`config.mk`:
```
export PLATFORM = sky130hd
export DESIGN_NAME = red_secuencial_d_i
export DESIGN_NICKNAME = d
export VERILOG_FILES = /design/src/rtl/red_pkg.sv /design/src/rtl/celda_serie_d_i.sv /design/src/rtl/red_secuencial_d_i.sv
export SDC_FILE = /design/constraint.sdc
export NUM_CORES = 1
export LEC_CHECK = 0
export CORE_MARGIN = 5
export CORE_UTILIZATION = 38
export CTS_CLUSTER_DIAMETER = 30
export DETAILED_ROUTE_END_ITERATION = 10
export GPL_ROUTABILITY_DRIVEN = 1
export GPL_TIMING_DRIVEN = 0
export HOLD_SLACK_MARGIN = 0.15
export PLACE_DENSITY = 0.62
export REMOVE_ABC_BUFFERS = 1
export SLEW_MARGIN = 20
export SYNTH_ARGS = -nofsm -noshare
export SYNTH_HDL_FRONTEND = slang
export SYNTH_HIERARCHICAL = 1
export SYNTH_SLANG_ARGS = --single-unit
```
`constraint.sdc`:
```
create_clock -name clk -period 2.2 [get_ports clk]
set_input_delay 0.55 -clock clk [delete_from_list [all_inputs] [get_ports clk]]
set_output_delay 0.55 -clock clk [all_outputs]
set_load 0.02 [all_outputs]
```
`src/rtl/red_pkg.sv`:
```
// Shared encodings for the bit-serial comparison sequencer: FSM states and
// comparison-mode constants.
package red_pkg;

  typedef enum logic [1:0] {
    StIdle = 2'd0,
    StRun  = 2'd1,
    StDone = 2'd2
  } state_e;

  localparam logic MODO_MAYOR = 1'b0;  // A > B
  localparam logic MODO_IGUAL = 1'b1;  // A == B

endpackage

```
`src/rtl/celda_serie_d_i.sv`:
```
// Single reusable comparison cell of the right-to-left iterative network.
// The first cell has no incoming partial result; later cells chain through p_in.
module celda_serie_d_i
  import red_pkg::*;
(
  input  logic a_p,
  input  logic b_p,
  input  logic p_in,
  input  logic primera,
  input  logic modo,
  output logic p_x
);

  logic gt_bit;
  logic eq_bit;

  always_comb begin
    gt_bit = a_p & ~b_p;
    eq_bit = ~(a_p ^ b_p);
    p_x    = 1'b0;
    if (primera) begin
      p_x = (modo == MODO_IGUAL) ? eq_bit : gt_bit;
    end else if (modo == MODO_IGUAL) begin
      p_x = eq_bit & p_in;
    end else begin
      // Higher bit decides when it differs; otherwise keep the lower-bit verdict.
      p_x = gt_bit | (eq_bit & p_in);
    end
  end

endmodule

```
`src/rtl/red_secuencial_d_i.sv`:
```
// Bit-serial N-bit unsigned comparator (A > B or A == B), one bit per clock
// from LSB to MSB, with start/busy/done handshake and a held result Z.
module red_secuencial_d_i
  import red_pkg::*;
#(
  parameter int unsigned N = 3
) (
  input  logic         clk,
  input  logic         reset,
  input  logic         start,
  input  logic         modo,
  input  logic [N-1:0] palabraA,
  input  logic [N-1:0] palabraB,
  output logic         busy,
  output logic         done,
  output logic         Z
);

  localparam int unsigned IW = $clog2(N);
  localparam logic [IW-1:0] ILast = IW'(N - 1);

  state_e        state_q, state_d;
  logic [IW-1:0] i_q, i_d;
  logic          p_q, p_d;
  logic          z_q, z_d;
  logic [N-1:0]  a_q, a_d;
  logic [N-1:0]  b_q, b_d;
  logic          modo_q, modo_d;
  logic          p_x;

  celda_serie_d_i u_celda (
    .a_p    (a_q[i_q]),
    .b_p    (b_q[i_q]),
    .p_in   (p_q),
    .primera(i_q == '0),
    .modo   (modo_q),
    .p_x    (p_x)
  );

  always_comb begin
    state_d = state_q;
    i_d     = i_q;
    p_d     = p_q;
    z_d     = z_q;
    a_d     = a_q;
    b_d     = b_q;
    modo_d  = modo_q;
    unique case (state_q)
      StIdle: begin
        if (start) begin
          a_d     = palabraA;
          b_d     = palabraB;
          modo_d  = modo;
          i_d     = '0;
          state_d = StRun;
        end
      end
      StRun: begin
        p_d = p_x;
        if (i_q == ILast) begin
          // Z only moves here, so intermediate bits never show on the output.
          z_d     = p_x;
          i_d     = '0;
          state_d = StDone;
        end else begin
          i_d = i_q + IW'(1);
        end
      end
      StDone: begin
        state_d = StIdle;
      end
      default: begin
        state_d = StIdle;
      end
    endcase
  end

  always_ff @(posedge clk or posedge reset) begin
    if (reset) begin
      state_q <= StIdle;
      i_q     <= '0;
      p_q     <= 1'b0;
      z_q     <= 1'b0;
      a_q     <= '0;
      b_q     <= '0;
      modo_q  <= MODO_MAYOR;
    end else begin
      state_q <= state_d;
      i_q     <= i_d;
      p_q     <= p_d;
      z_q     <= z_d;
      a_q     <= a_d;
      b_q     <= b_d;
      modo_q  <= modo_d;
    end
  end

  assign busy = (state_q == StRun) || (state_q == StDone);
  assign done = (state_q == StDone);
  assign Z    = z_q;

endmodule

```
Yosys cells after proc, flatten, opt, wreduce, memory -nomap -nowiden
Index checks and enable logic that the tools add are counted.
W data, S select, Z words.
{"block": "word_totals", "reg_bits": 13, "latch_bits": 0, "ramBits": 0, "rom_bits": 0, "in_bits": 10, "elab_cells": 41, "memories": 0}
{"block": "op_classes", "addsub": 1, "multipliers": 0, "n_div": 0, "magnitude_cmp": 1, "n_eq_ne": 5, "n_shift": 0, "mux": 13, "bitwise_logic": 6, "reduce_logical": 8}
{"operator": "$mux W2", "count": 4}
{"operator": "$pmux W2 S2", "count": 2}
{"operator": "$reduce_and A2 Y1", "count": 4}
{"operator": "$mux W1", "count": 5}
{"operator": "$bmux W1 S2", "count": 2}
{"operator": "$eq A2 B2 Y1 const B", "count": 2}
{"operator": "$logic_not A2 Y1", "count": 2}
{"operator": "$ne A2 B2 Y1 const B", "count": 2}
{"operator": "$lt A2 B3 Y1 const B", "count": 1}
{"operator": "$add A2 B1 Y2 const B", "count": 1}
{"operator": "$and A1 B1 Y1", "count": 2}
{"operator": "$eq A2 B1 Y1 const B", "count": 1}
{"operator": "$not A1 Y1", "count": 2}
{"operator": "$reduce_bool A2 Y1", "count": 1}
{"operator": "$logic_or A1 B1 Y1", "count": 1}
{"operator": "$or A1 B1 Y1", "count": 1}
{"operator": "$xor A1 B1 Y1", "count": 1}

Longest topological paths before layout
Gate-level depths: netlist of the first run.
{"block": "logic_depth", "ltp_word": 8, "ltp_mapped": 9, "ltp_nobuf": 8}

By module
The synthesis of the first run kept the hierarchy.
{"mod": "red_secuencial_d_i", "instances": 1, "cells_per_inst": 50, "area_each_um2": 620.6, "seq_area_each_um2": 325.3}
{"mod": "celda_serie_d_i", "instances": 1, "cells_per_inst": 6, "area_each_um2": 40.0, "seq_area_each_um2": 0.0}

Least setup slack after synthesis of the first run
Ideal clock, no wire load.
{"block": "synth_timing", "kind": "reg2reg", "from": "register i_q[0]", "to": "register z_q (netlist: Z)", "setup_time_ps": 125, "arrival_time_ps": 1452, "required_ps": 2075, "slack_ps": 623, "stages_incl_launch_ff": 10, "cell_sequence": "dfrtp_1 -> buf_2 -> nor2b_4 -> nand2_1 -> o21ai_0 -> inv_1 -> ha_1 -> inv_1 -> o22ai_1 -> mux2_4"}
{"block": "synth_between", "elab_chain_len": 8, "elab_cells_between_ends": 16}
{"item": "start: declaration", "line_no": "red_secuencial_d_i.sv:23", "text": "logic [IW-1:0] i_q, i_d;"}
{"item": "start signal: assignment", "line_no": "red_secuencial_d_i.sv:89", "text": "i_q <= i_d;"}
{"item": "$bmux W1 S2, on equally long branches", "line_no": "red_secuencial_d_i.sv:32, red_secuencial_d_i.sv:33"}
{"item": "$mux W1, on equally long branches", "line_no": "red_secuencial_d_i.sv:32, red_secuencial_d_i.sv:33"}
{"item": "$xor A1 B1 Y1", "line_no": "celda_serie_d_i.sv:19", "text": "eq_bit = ~(a_p ^ b_p);"}
{"item": "$not A1 Y1", "line_no": "celda_serie_d_i.sv:19"}
{"item": "$and A1 B1 Y1", "line_no": "celda_serie_d_i.sv:24, celda_serie_d_i.sv:27"}
{"item": "$or A1 B1 Y1", "line_no": "celda_serie_d_i.sv:27", "text": "p_x = gt_bit | (eq_bit & p_in);"}
{"item": "$mux W1", "line_no": "celda_serie_d_i.sv:23", "text": "end else if (modo == MODO_IGUAL) begin"}
{"item": "$mux W1 (*)", "line_no": "celda_serie_d_i.sv:21", "text": "if (primera) begin"}
{"item": "named net p_x", "line_no": "red_secuencial_d_i.sv:29", "text": "logic p_x;"}
{"item": "end signal: assignment", "line_no": "red_secuencial_d_i.sv:91", "text": "z_q <= z_d;"}
{"item": "end: declaration", "line_no": "red_secuencial_d_i.sv:25", "text": "logic z_q, z_d;"}
Mark *: on every way through the listed nets, which the timed path passes. The rest lies on a longest branch. The select of a mux whose other input is x is not followed.
A chain may end at the register's enable or synchronous reset.

Worst setup path in the final report of the first run
{"block": "layout_timing", "from": "register state_q[0]", "to": "output done"}
{"block": "layout_between", "elab_chain_len": 1}
{"item": "start: declaration", "line_no": "red_secuencial_d_i.sv:22", "text": "state_e state_q, state_d;"}
{"item": "start signal: assignment", "line_no": "red_secuencial_d_i.sv:80", "text": "state_q <= StIdle;"}
{"item": "start signal: assignment", "line_no": "red_secuencial_d_i.sv:88", "text": "state_q <= state_d;"}
{"item": "$eq A2 B2 Y1", "line_no": "red_secuencial_d_i.sv:99", "text": "assign done = (state_q == StDone);"}
{"item": "end: declaration", "line_no": "red_secuencial_d_i.sv:15", "text": "output logic done,"}
No other way between the ends.

==> results of run 1 <==
## cell usage in the layout (no fill, tap or decap), types with 2 or more instances in the layout
cell type and instances:
dfrtp_1 13, clkdlybuf4s50_1 11, mux2_2 9, inv_1 7
o21ai_0 4, ha_1 4, nand2_1 3, mux2i_1 3
clkbuf_4 3, a21oi_1 2, nor2_1 2
## final timing paths
kind	from	to	slack, ns	cells past startpoint
worst max-delay path	state_q[0]$_DFFE_PP0P_	done	0.16	3
worst min register to register	b_q[1]$_DFFE_PP0P_	b_q[1]$_DFFE_PP0P_	0.51	1
worst max register to register	i_q[0]$_DFFE_PP0P_	Z$_DFFE_PP0P_	0.50	8
min in group asynchronous	reset	b_q[2]$_DFFE_PP0P_	0.60	2
max in group asynchronous	reset	Z$_DFFE_PP0P_	1.27	2
worst min-delay path	b_q[1]$_DFFE_PP0P_	b_q[1]$_DFFE_PP0P_	0.51	1
## logic make-up (layout without fill, tap and decap cells)
family / after synthesis / count (layout) / synth area share [%]
AOI/OAI and AO/OA: 9 / 9 / 8.33
adders and majority gates: 4 / 4 / 7.58
buffers and inverters: 8 / 23 / 4.73
DFF: 13 / 13 / 49.2
muxes: 13 / 13 / 22.2
and+or+nand+nor: 9 / 9 / 7.96
## what timing repair did
| item | 4_1_cts | 5_1_grt |
|---|---|---|
| hold endpoints to repair | 0 | 0 |
| gates resized for setup | 0 | 1 |
| setup endpoints to repair | 0 | 1 |
## power by group
group          internal [µW]  leakage (µW)  switching, µW
logic                    318      0.000210            269
registers                355      0.000159           79.6
clock network           70.2     0.0000150           72.7
total                    743      0.000384            421
## cells in the mapped netlist (2+ instances only)
cell / n / area share [%]
mux2_2: 9 / 15
inv_1: 7 / 4.0
a21oi_1: 2 / 1.5
o21ai_0: 4 / 3.0
nor2_1: 2 / 1.1
dfrtp_1: 13 / 49
mux2i_1: 3 / 4.5
ha_1: 4 / 7.6
nand2_1: 3 / 1.7
## metal layers
layer  global-route usage (%)  vias to the layer above
li1                         -                      221
met5                        0                        -
met2                     14.0                       13
met3                     3.72                        2
met1                     11.5                      201
met4                     5.24                        0
## final cells by class
class	instances	area [µm²]
clock buffers	4	26.3
fillers	170	863
inverters	7	26.3
multi-input cells	35	304
flip-flops and latches	13	325
well taps	17	21.3
repair buffers	12	123
## state kept, by name, summed over array words and instances, names as in the netlist
name,flops
b_q,3
Z,1
i_q,2
modo_q,1
state_q,2
a_q,3
p_q,1
## through the flow
step	hold WS [ns]	instance area (µm²)	utilization, %	setup slack, ns	std cells
finish	0.506	826	48.9	0.159	88
global route	0.526	826	48.9	0.0923	88
CTS	0.511	823	48.7	0.0376	88
detailed placement	0.493	797	47.2	0.348	84
global placement	0.489	797	47.2	0.372	84
floorplan	0.427	656	-	0.649	55
==> summary.md, run 1 <==
| Metric | Value |
|---|---|
| Routed WL | 1050 µm |
| Hold Vio Cnt, Final | 0 |
| CTS Root Cell | clkbuf_4 |
| CP Capture Type | output pin |
| Initial antenna violation count | 0 |
| Die area | 2670 µm² |
| Sum of negative setup slack | 0 ns |
| Tmin final | roughly 2 ns |
| Ant. Diodes | 0 |
| Number of H-tree levels | 1 |
| CTS Hold Bufs | 0 |
| Met3 wire length | 93 µm |
| Gpl congestion | 0.695 |
| Num CTS Buffers | 3 |
| Starting DRC count in detailed routing | 7 |
| Crit path largest cell delay | 0.59 ns |
| Clock buffer depth | 2 |
| Peak Freq | roughly 0.49 GHz |
| Register area share after synthesis | 49.2% |
| Port Buf Inserts | 12 |
| Total length of routed met2 wires | ~480 µm |
| Post-CTS Setup Repair Bufs | 0 |
| Core area | 1690 µm² |
| Largest net degree at the start of global routing | 14 |
| RSZ-0062 raised after global routing | false |
| Static leakage | 0.000384 µW |
| CTS sink count | 13 |
| Count of cell types in the netlist | 18 |
| TritonCTS clock tree | built |
| Boundary Pins | 13 |
| Synth warn | 6 |
| CP Cell Sequence | inv_1, ha_1, clkdlybuf4s50_1 |
| Cell Area, Synth | 661 µm² |
| CP arrival | 1.49 ns |
| Finish-stage setup viols | 0 |
| Worst slew margin | ~67% |
| Peak supply drop | 0.558 mV |
| Worst Path Max Fanout | 3 |
| DR DRC count | 0 |
| Final max-slew violation count | 0 |
| WP buf/inv | 2 |
| Max Used Layer | met4 |
| DR vias | 437 |
| Starting Density | between 30% and 40% |
| Worst Max-Slew Pin Slew | around 0.49 ns |
| Hpwl dp | about 800 µm |
| Post-synth EDFFs | 0 |
| Critical Path RT | 1.65 ns |
| CP Launch Type | flip-flop |
| GRT overflow | 0 |
| Mapped Cells | 56 |
| Area Overhead vs Synth | 25.0% |
| Gr usage total | under 10% |
| Die W | 51.7 µm |
| Worst-path clk slew | 0.08 ns |
| Syn avg cell area | 11.8 µm² |
| Kind of critical path | reg2out |
| Power per cell area | 1410 nW/µm² |
| Post-route clock period utilization | roughly 93% |
| Post-Route M1 WL | 457 µm |
| Number of synthesized register bits | 13 |
| Async S/R FF share, synth | between 90% and 100% |
| Vias per Instance | 4.97 |
| MaxCap Viol Count | 0 |
| Die H | 51.7 µm |
| DRT antenna net count | 0 |
| Share of cells above drive strength 1 | 22.5% |
| Delay-heaviest family, CP | buffers and inverters |
| Hold Path Class | reg2reg |
| Critical-path cell with the highest stage delay | clkdlybuf4s50_1 |
| Outcome | finished, final reports clean |
| Nets@finish | 86 |
| First-pass GRT wire length | 1800 µm |
| Worst Skew | 0.00240 ns |
| Worst skew pair latency | 0.27 ns |
| Ys flop type | dfrtp_1 |
| Core Rows | 15 |
| 1st-pass router iterations | 3 |
| Total chip power | 1160 µW |
| Drt wl/cell | 11.9 µm |
| Number of global-route vias before repair | 427 |
Power figures use the tool's default switching activity.
==> run 2, diff against run 1 <==
CTS_CLUSTER_SIZE = 28   (was default)
==> results of run 2 <==
The final DEF is identical to that of run 1; final timing and power are the same.
